**src/rtl/operand_fetch_stage_if.sv**
```systemverilog
// Bundles the fetch, register-file, writeback and execute-side signals of the
// operand fetch stage; the stage uses the slave view, its environment the master view.
interface operand_fetch_stage_if #(
    parameter int WORD_SIZE = 32
);
    logic                 in_valid;
    logic                 in_ready;
    logic [31:0]          in_instr;
    logic [WORD_SIZE-1:0] in_pc;

    logic [4:0]           rf_rs1;
    logic [4:0]           rf_rs2;
    logic [WORD_SIZE-1:0] rf_rv1;
    logic [WORD_SIZE-1:0] rf_rv2;

    logic                 wb_en;
    logic [4:0]           wb_rd;
    logic [WORD_SIZE-1:0] wb_data;

    logic                 flush;

    logic                 out_valid;
    logic                 out_ready;
    logic [WORD_SIZE-1:0] out_pc;
    logic [31:0]          out_instr;
    logic [WORD_SIZE-1:0] out_op1;
    logic [WORD_SIZE-1:0] out_op2;
    logic [WORD_SIZE-1:0] out_imm;
    logic [4:0]           out_rd;

    modport master (
        output in_valid, in_instr, in_pc, rf_rv1, rf_rv2,
               wb_en, wb_rd, wb_data, flush, out_ready,
        input  in_ready, rf_rs1, rf_rs2, out_valid, out_pc, out_instr,
               out_op1, out_op2, out_imm, out_rd
    );

    modport slave (
        input  in_valid, in_instr, in_pc, rf_rv1, rf_rv2,
               wb_en, wb_rd, wb_data, flush, out_ready,
        output in_ready, rf_rs1, rf_rs2, out_valid, out_pc, out_instr,
               out_op1, out_op2, out_imm, out_rd
    );
endinterface

```
**src/rtl/operand_fetch_stage.sv**
```systemverilog
// RV32I decode/operand-fetch stage: reads rs1/rs2, bypasses same-cycle writeback,
// stalls on scoreboard RAW/WAW hazards and registers operands for execute.
module operand_fetch_stage #(
    parameter int WORD_SIZE = 32
) (
    input  logic                 clk,
    input  logic                 rst,
    operand_fetch_stage_if.slave bus
);

    localparam logic [6:0] OPC_LUI    = 7'b0110111;
    localparam logic [6:0] OPC_AUIPC  = 7'b0010111;
    localparam logic [6:0] OPC_JAL    = 7'b1101111;
    localparam logic [6:0] OPC_JALR   = 7'b1100111;
    localparam logic [6:0] OPC_BRANCH = 7'b1100011;
    localparam logic [6:0] OPC_LOAD   = 7'b0000011;
    localparam logic [6:0] OPC_STORE  = 7'b0100011;
    localparam logic [6:0] OPC_OP_IMM = 7'b0010011;
    localparam logic [6:0] OPC_OP     = 7'b0110011;

    typedef enum logic [2:0] {
        IMM_NONE,
        IMM_I,
        IMM_S,
        IMM_B,
        IMM_U,
        IMM_J
    } imm_fmt_e;

    logic [6:0]           opcode;
    logic [4:0]           rs1;
    logic [4:0]           rs2;
    logic [4:0]           rd_field;
    logic [4:0]           rd_eff;
    logic                 uses_rs1;
    logic                 uses_rs2;
    logic                 writes_rd;
    imm_fmt_e             imm_fmt;
    logic [31:0]          imm32;
    logic [WORD_SIZE-1:0] imm_ext;
    logic [WORD_SIZE-1:0] op1;
    logic [WORD_SIZE-1:0] op2;

    logic                 blocked_rs1;
    logic                 blocked_rs2;
    logic                 blocked_rd;
    logic                 hazard;
    logic                 ready;
    logic                 accept;

    logic [31:0]          busy_q;
    logic [31:0]          busy_next;

    logic                 valid_q;
    logic [WORD_SIZE-1:0] pc_q;
    logic [31:0]          instr_q;
    logic [WORD_SIZE-1:0] op1_q;
    logic [WORD_SIZE-1:0] op2_q;
    logic [WORD_SIZE-1:0] imm_q;
    logic [4:0]           rd_q;

    assign opcode   = bus.in_instr[6:0];
    assign rd_field = bus.in_instr[11:7];
    assign rs1      = bus.in_instr[19:15];
    assign rs2      = bus.in_instr[24:20];

    always_comb begin
        uses_rs1  = 1'b0;
        uses_rs2  = 1'b0;
        writes_rd = 1'b0;
        imm_fmt   = IMM_NONE;
        case (opcode)
            OPC_LUI, OPC_AUIPC: begin
                writes_rd = 1'b1;
                imm_fmt   = IMM_U;
            end
            OPC_JAL: begin
                writes_rd = 1'b1;
                imm_fmt   = IMM_J;
            end
            OPC_JALR, OPC_LOAD, OPC_OP_IMM: begin
                uses_rs1  = 1'b1;
                writes_rd = 1'b1;
                imm_fmt   = IMM_I;
            end
            OPC_BRANCH: begin
                uses_rs1 = 1'b1;
                uses_rs2 = 1'b1;
                imm_fmt  = IMM_B;
            end
            OPC_STORE: begin
                uses_rs1 = 1'b1;
                uses_rs2 = 1'b1;
                imm_fmt  = IMM_S;
            end
            OPC_OP: begin
                uses_rs1  = 1'b1;
                uses_rs2  = 1'b1;
                writes_rd = 1'b1;
            end
            default: begin
                uses_rs1  = 1'b0;
                uses_rs2  = 1'b0;
                writes_rd = 1'b0;
            end
        endcase
    end

    always_comb begin
        imm32 = 32'd0;
        case (imm_fmt)
            IMM_I: imm32 = {{20{bus.in_instr[31]}}, bus.in_instr[31:20]};
            IMM_S: imm32 = {{20{bus.in_instr[31]}}, bus.in_instr[31:25], bus.in_instr[11:7]};
            IMM_B: imm32 = {{19{bus.in_instr[31]}}, bus.in_instr[31], bus.in_instr[7],
                            bus.in_instr[30:25], bus.in_instr[11:8], 1'b0};
            IMM_U: imm32 = {bus.in_instr[31:12], 12'd0};
            IMM_J: imm32 = {{11{bus.in_instr[31]}}, bus.in_instr[31], bus.in_instr[19:12],
                            bus.in_instr[20], bus.in_instr[30:21], 1'b0};
            default: imm32 = 32'd0;
        endcase
    end

    assign imm_ext = WORD_SIZE'($signed(imm32));
    assign rd_eff  = writes_rd ? rd_field : 5'd0;

    // A writeback in this cycle releases its register early so the bypass can supply it.
    assign blocked_rs1 = uses_rs1 && (rs1 != 5'd0) && busy_q[rs1]
                         && !(bus.wb_en && (bus.wb_rd == rs1));
    assign blocked_rs2 = uses_rs2 && (rs2 != 5'd0) && busy_q[rs2]
                         && !(bus.wb_en && (bus.wb_rd == rs2));
    assign blocked_rd  = (rd_eff != 5'd0) && busy_q[rd_eff]
                         && !(bus.wb_en && (bus.wb_rd == rd_eff));
    assign hazard      = blocked_rs1 || blocked_rs2 || blocked_rd;

    assign ready  = !bus.flush && !hazard && (!valid_q || bus.out_ready);
    assign accept = bus.in_valid && ready;

    always_comb begin
        op1 = bus.rf_rv1;
        if (rs1 == 5'd0) begin
            op1 = '0;
        end else if (bus.wb_en && (bus.wb_rd == rs1)) begin
            op1 = bus.wb_data;
        end
    end

    always_comb begin
        op2 = bus.rf_rv2;
        if (rs2 == 5'd0) begin
            op2 = '0;
        end else if (bus.wb_en && (bus.wb_rd == rs2)) begin
            op2 = bus.wb_data;
        end
    end

    // Clears first, then the accept's set, so a same-index collision leaves the bit set.
    always_comb begin
        busy_next = busy_q;
        if (bus.wb_en) begin
            busy_next[bus.wb_rd] = 1'b0;
        end
        if (bus.flush && valid_q && (rd_q != 5'd0)) begin
            busy_next[rd_q] = 1'b0;
        end
        if (accept && (rd_eff != 5'd0)) begin
            busy_next[rd_eff] = 1'b1;
        end
        busy_next[0] = 1'b0;
    end

    always_ff @(posedge clk or negedge rst) begin
        if (!rst) begin
            busy_q <= '0;
        end else begin
            busy_q <= busy_next;
        end
    end

    always_ff @(posedge clk or negedge rst) begin
        if (!rst) begin
            valid_q <= 1'b0;
            pc_q    <= '0;
            instr_q <= '0;
            op1_q   <= '0;
            op2_q   <= '0;
            imm_q   <= '0;
            rd_q    <= '0;
        end else if (accept) begin
            valid_q <= 1'b1;
            pc_q    <= bus.in_pc;
            instr_q <= bus.in_instr;
            op1_q   <= op1;
            op2_q   <= op2;
            imm_q   <= imm_ext;
            rd_q    <= rd_eff;
        end else if (bus.flush || bus.out_ready) begin
            valid_q <= 1'b0;
        end
    end

    assign bus.in_ready  = ready;
    assign bus.rf_rs1    = rs1;
    assign bus.rf_rs2    = rs2;
    assign bus.out_valid = valid_q;
    assign bus.out_pc    = pc_q;
    assign bus.out_instr = instr_q;
    assign bus.out_op1   = op1_q;
    assign bus.out_op2   = op2_q;
    assign bus.out_imm   = imm_q;
    assign bus.out_rd    = rd_q;

endmodule
```
**src/flat_wrapper.sv**
```systemverilog
// flat-port wrapper written by rule: the top's interface ports become plain ports
module operand_fetch_stage_flat 
#(
    parameter int WORD_SIZE = 32
)
  (clk, rst, bus_in_valid, bus_in_instr, bus_in_pc, bus_rf_rv1, bus_rf_rv2, bus_wb_en, bus_wb_rd, bus_wb_data, bus_flush, bus_out_ready, bus_in_ready, bus_rf_rs1, bus_rf_rs2, bus_out_valid, bus_out_pc, bus_out_instr, bus_out_op1, bus_out_op2, bus_out_imm, bus_out_rd);
  operand_fetch_stage_if #(.WORD_SIZE(WORD_SIZE)) bus_i ();
  input  logic clk;
  input  logic rst;
  input wire logic [$bits(bus_i.in_valid)-1:0] bus_in_valid;
  input wire logic [$bits(bus_i.in_instr)-1:0] bus_in_instr;
  input wire logic [$bits(bus_i.in_pc)-1:0] bus_in_pc;
  input wire logic [$bits(bus_i.rf_rv1)-1:0] bus_rf_rv1;
  input wire logic [$bits(bus_i.rf_rv2)-1:0] bus_rf_rv2;
  input wire logic [$bits(bus_i.wb_en)-1:0] bus_wb_en;
  input wire logic [$bits(bus_i.wb_rd)-1:0] bus_wb_rd;
  input wire logic [$bits(bus_i.wb_data)-1:0] bus_wb_data;
  input wire logic [$bits(bus_i.flush)-1:0] bus_flush;
  input wire logic [$bits(bus_i.out_ready)-1:0] bus_out_ready;
  output wire logic [$bits(bus_i.in_ready)-1:0] bus_in_ready;
  output wire logic [$bits(bus_i.rf_rs1)-1:0] bus_rf_rs1;
  output wire logic [$bits(bus_i.rf_rs2)-1:0] bus_rf_rs2;
  output wire logic [$bits(bus_i.out_valid)-1:0] bus_out_valid;
  output wire logic [$bits(bus_i.out_pc)-1:0] bus_out_pc;
  output wire logic [$bits(bus_i.out_instr)-1:0] bus_out_instr;
  output wire logic [$bits(bus_i.out_op1)-1:0] bus_out_op1;
  output wire logic [$bits(bus_i.out_op2)-1:0] bus_out_op2;
  output wire logic [$bits(bus_i.out_imm)-1:0] bus_out_imm;
  output wire logic [$bits(bus_i.out_rd)-1:0] bus_out_rd;
  assign bus_i.in_valid = bus_in_valid;
  assign bus_i.in_instr = bus_in_instr;
  assign bus_i.in_pc = bus_in_pc;
  assign bus_i.rf_rv1 = bus_rf_rv1;
  assign bus_i.rf_rv2 = bus_rf_rv2;
  assign bus_i.wb_en = bus_wb_en;
  assign bus_i.wb_rd = bus_wb_rd;
  assign bus_i.wb_data = bus_wb_data;
  assign bus_i.flush = bus_flush;
  assign bus_i.out_ready = bus_out_ready;
  assign bus_in_ready = bus_i.in_ready;
  assign bus_rf_rs1 = bus_i.rf_rs1;
  assign bus_rf_rs2 = bus_i.rf_rs2;
  assign bus_out_valid = bus_i.out_valid;
  assign bus_out_pc = bus_i.out_pc;
  assign bus_out_instr = bus_i.out_instr;
  assign bus_out_op1 = bus_i.out_op1;
  assign bus_out_op2 = bus_i.out_op2;
  assign bus_out_imm = bus_i.out_imm;
  assign bus_out_rd = bus_i.out_rd;
  operand_fetch_stage #(.WORD_SIZE(WORD_SIZE)) u_core (.clk(clk), .rst(rst), .bus(bus_i));
endmodule
```
**config.mk**
```make
export PLATFORM = sky130hd
export DESIGN_NAME = operand_fetch_stage_flat
export DESIGN_NICKNAME = d
export VERILOG_FILES = /design/src/rtl/operand_fetch_stage_if.sv /design/src/rtl/operand_fetch_stage.sv /design/src/flat_wrapper.sv
export SDC_FILE = /design/constraint.sdc
export NUM_CORES = 1
export LEC_CHECK = 0
export BUFFER_PORTS_ARGS = -buffer_cell sky130_fd_sc_hd__buf_2
export CAP_MARGIN = 5
export CORE_ASPECT_RATIO = 1.25
export CORE_MARGIN = 2
export CORE_UTILIZATION = 50
export DETAILED_ROUTE_END_ITERATION = 7
export PLACE_DENSITY = 0.79
export SETUP_SLACK_MARGIN = 0.5
export SYNTH_ARGS = -nofsm -noshare
export SYNTH_HDL_FRONTEND = slang
export SYNTH_SLANG_ARGS = --single-unit
```
**constraint.sdc**
```tcl
create_clock -name clk -period 4.3 [get_ports clk]
set_input_delay 0 -clock clk [delete_from_list [all_inputs] [get_ports clk]]
set_output_delay 0 -clock clk [all_outputs]
set_load 0.05 [all_outputs]
```
==> metrics.md <==
| Metric | Value |
|---|---|
| Hold Crit Endpoint | `u_core.bus.out_op2[16]` |
| Total GRT Usage | `34.1%` |
| CTS tree | `yes` |
| Via count | `9,992` |
| Initial antenna violation count | `0` |
| Critical path buffers and inverters | `3` |
| Post-synth top cells | `dfrtp_1 (197), nor3_1 (73), a22o_1 (71), mux2i_1 (71), mux2_2 (67)` |
| Area Overhead vs Synth | `30.3%` |
| Hold-fix buffers, CTS | `83` |
| Distinct cells, synth | `70` |
| Port Buffers | `347` |
| CP peak stage delay | `1.03 ns` |
| DR vias/cell | `6.29` |
| Synth Instances | `933` |
| Setup TNS Final | `0 ns` |
| Cell Area, Synth | `10,500 µm²` |
| Top cell type's share of synthesized area | `46.8%` |
| Final WL | `37,600 µm` |
| DP Area | `12,300 µm²` |
| Critical Path AT | `3.59 ns` |
| Die H | `166 µm` |
| Fmax | `302 MHz` |
| Drt initial violations | `1,110` |
| RSZ-0062 raised after global routing | `no` |
| Synth async-reset ratio | `100%` |
| Max IR drop VDD | `0.000334 V` |
| Pins over their slew limit | `0` |
| Dominant cells by area after synthesis | `dfrtp_1 (47%), mux2_2 (7.2%), mux2i_1 (6.7%)` |
| Remaining Overflow, GRT | `0` |
| Leakage power | `6.20 nW` |
| Final instance area | `13,700 µm²` |
| Worst reg2reg path startpoint | `u_core.busy_q[28]` |
| Final net count | `1,473` |
| Reg2Reg Depth | `7` |
| Clk_lat worst skew | `0.45 ns` |
| Max cap viols | `0` |
| Flop-to-flop setup slack | `0.98 ns` |
| Vias in the first global route | `10.1k` |
| Die area | `22,300 µm²` |
| Worst setup SP type | `primary input` |
| Register area share after synthesis | `46.8%` |
| Final Cycle Share | `77.1%` |
| Kind of critical path | `in -> reg` |
| Crit path launch | `bus_in_instr[6]` |
| CP endpoint kind | `flip-flop` |
| Setup violation total in the final timing report | `0` |
| Pre-CTS WS | `1.01 ns` |
| Post-synthesis register bit count | `197` |
| Post-CTS Setup Bufs | `0` |
| YS warnings | `0` |
| Avg Cell Area, Syn | `11.3 µm²` |
| Clock edge transition at the registers on the reported setup and hold paths | `0.08 ns` |
| Hold Crit Class | `in -> reg` |
| Min-delay src | `bus_wb_data[16]` |
| Required @ worst endpoint | `4.58 ns` |
| Antenna Nets Post-Route | `0` |
| I/O pin cnt | `348` |
| Pwr dens | `462 nW/µm²` |
| Top_reg_cell synth | `dfrtp_1` |
| Drt drc | `0` |
| CP Cell Sequence | `dlygate4sd3_1 > buf_2 > nor4bb_2 > o2bb2ai_1 > buf_4 > nand2_1 > a221o_1 > o211a_4 > nor3_1 > a2bb2oi_1` |
| Worst-Margin Slew | `1.22 ns` |
| RR Endpoint | `u_core.bus.out_imm[29]` |
| Longest Clk Path Bufs | `2` |
| Slowest CP cell | `nor3_1` |
| Routed len/inst | `23.7 µm` |
| Crit path max-delay family | `simple AND/OR/NAND/NOR gates` |
| RD Place Congestion | `0.992` |
| Final Hold Viols | `0` |
| Tmin final | `3.32 ns` |
| Largest net degree at the start of global routing | `123` |
| Die width | `134 µm` |
| Hold Path Stages | `4` |
| Synthesized net count | `1,104` |
| Max-slew headroom | `17.8%` |
| Htree depth | `4` |
| Starting Density | `50.8%` |
| Clock root cell | `clkbuf_16` |
| First drt pass iteration count | `8` |
| HPWL after DPL | `25,400 µm` |
| Outcome | `completed` |
| Crit path max fanout | `36` |
| Post-CTS Resized | `0` |
| First-pass GRT wire length | `58,700 µm` |
| Cell row count | `59` |
| Number of flops mapped to enable cells by yosys | `0` |
| CTS Sinks | `197` |
| Core area | `20,700 µm²` |
| Cell taking the most area after synthesis | `dfrtp_1` |
| Share of layout cells above drive strength 1 | `38.3%` |
| Overall Power | `6.35 mW` |
| Number of diodes | `0` |
| Min setup slack post-route | `0.984 ns` |
| Cts bufs inserted | `17` |
| Most common cell in the netlist | `dfrtp_1` |
| Layout Skew | `0.0140 ns` |
[worst reg2reg max path, cell delays in order (launching register included)]
cell and delay (ns):
dfrtp_1 0.45, mux4_2 0.50, a32o_1 0.27, nor4b_1 0.33, a211o_1 0.20, nand3_2 0.19
nor3_1 1.02, a2bb2oi_1 0.18
[where the power goes]
| part | internal (mW) | switching, mW | total, mW |
|---|---|---|---|
| clock network | 0.895 | 0.811 | 1.71 |
| logic | 0.645 | 1.67 | 2.31 |
| registers | 2.15 | 0.183 | 2.33 |
| total | 3.69 | 2.66 | 6.35 |
[state kept, by name (all words and copies together) (netlist names)]
name                  count
u_core.bus.out_imm       32
u_core.bus.out_instr     32
u_core.bus.out_op1       32
u_core.bus.out_op2       32
u_core.bus.out_pc        32
u_core.bus.out_rd         5
u_core.bus.out_valid      1
u_core.busy_q            31
[metal layers]
metal  share of wire [%]  vias to the layer above  track usage [%]
met5                   0                        -                0
met4                 5.2                        0             17.4
met3                 8.8                      135             7.39
met2                  50                      693             55.1
met1                  36                     4899             43.2
li1                    -                     4265                -
[cell type report]
type	count	area, µm²
clock inverters	15	206
clock buffers	17	425
multi-input cells	626	5050
well taps	274	343
inverters	14	52.6
fillers	1558	7010
repair buffers	446	2720
flip-flops and latches	197	4930
[how the worst max path moves through the flow]
stage                                   to  slack, ns  cells past startpoint
floorplan             u_core.bus.out_pc[0]       1.85                      8
global placement    u_core.bus.out_imm[27]       0.98                      8
detailed placement  u_core.bus.out_imm[30]       1.01                      8
CTS                 u_core.bus.out_imm[29]       1.01                     10
global route        u_core.bus.out_imm[29]       0.76                     10
finish              u_core.bus.out_imm[29]       0.98                     10
[cells by family (layout without fill, tap and decap cells)]
logic type | Yosys count | count (layout) | synth area share, %
mux | 157 | 157 | 17.9
simple gates | 236 | 236 | 11.6
buf+inv | 110 | 492 | 5.66
compound gates | 221 | 221 | 17.1
flops | 197 | 197 | 46.8
xor+xnor | 12 | 12 | 0.997
[layout by cell type, fill, tap and decap left out, types with 6 or more instances in the layout]
cell	count
dlygate4sd3_1	83
inv_1	14
a2bb2oi_1	24
clkbuf_16	17
a22oi_1	18
xnor2_1	11
mux4_2	18
inv_6	6
and3_1	7
o31ai_1	11
mux2_2	67
a22o_1	71
o21ai_0	24
o41ai_1	7
buf_2	346
o211ai_1	6
dfrtp_1	197
nand3_1	9
nand2_1	65
mux2i_1	71
nor3_1	72
nand2b_1	8
a211oi_1	8
nor2b_1	10
buf_4	14
nor2_1	21
nor3b_1	7
a21oi_1	6
[through the flow]
stage          std cells  hold slack [ns]  util (%)
2_1_floorplan        933           -0.296         -
3_3_place_gp        1474            0.210      59.1
3_5_place_dp        1474            0.232      59.1
4_1_cts             1589         0.000691      66.2
5_1_grt             1589          0.00472      66.2
6_report            1589          0.00386      66.2
(Power assumes the default switching activity.)
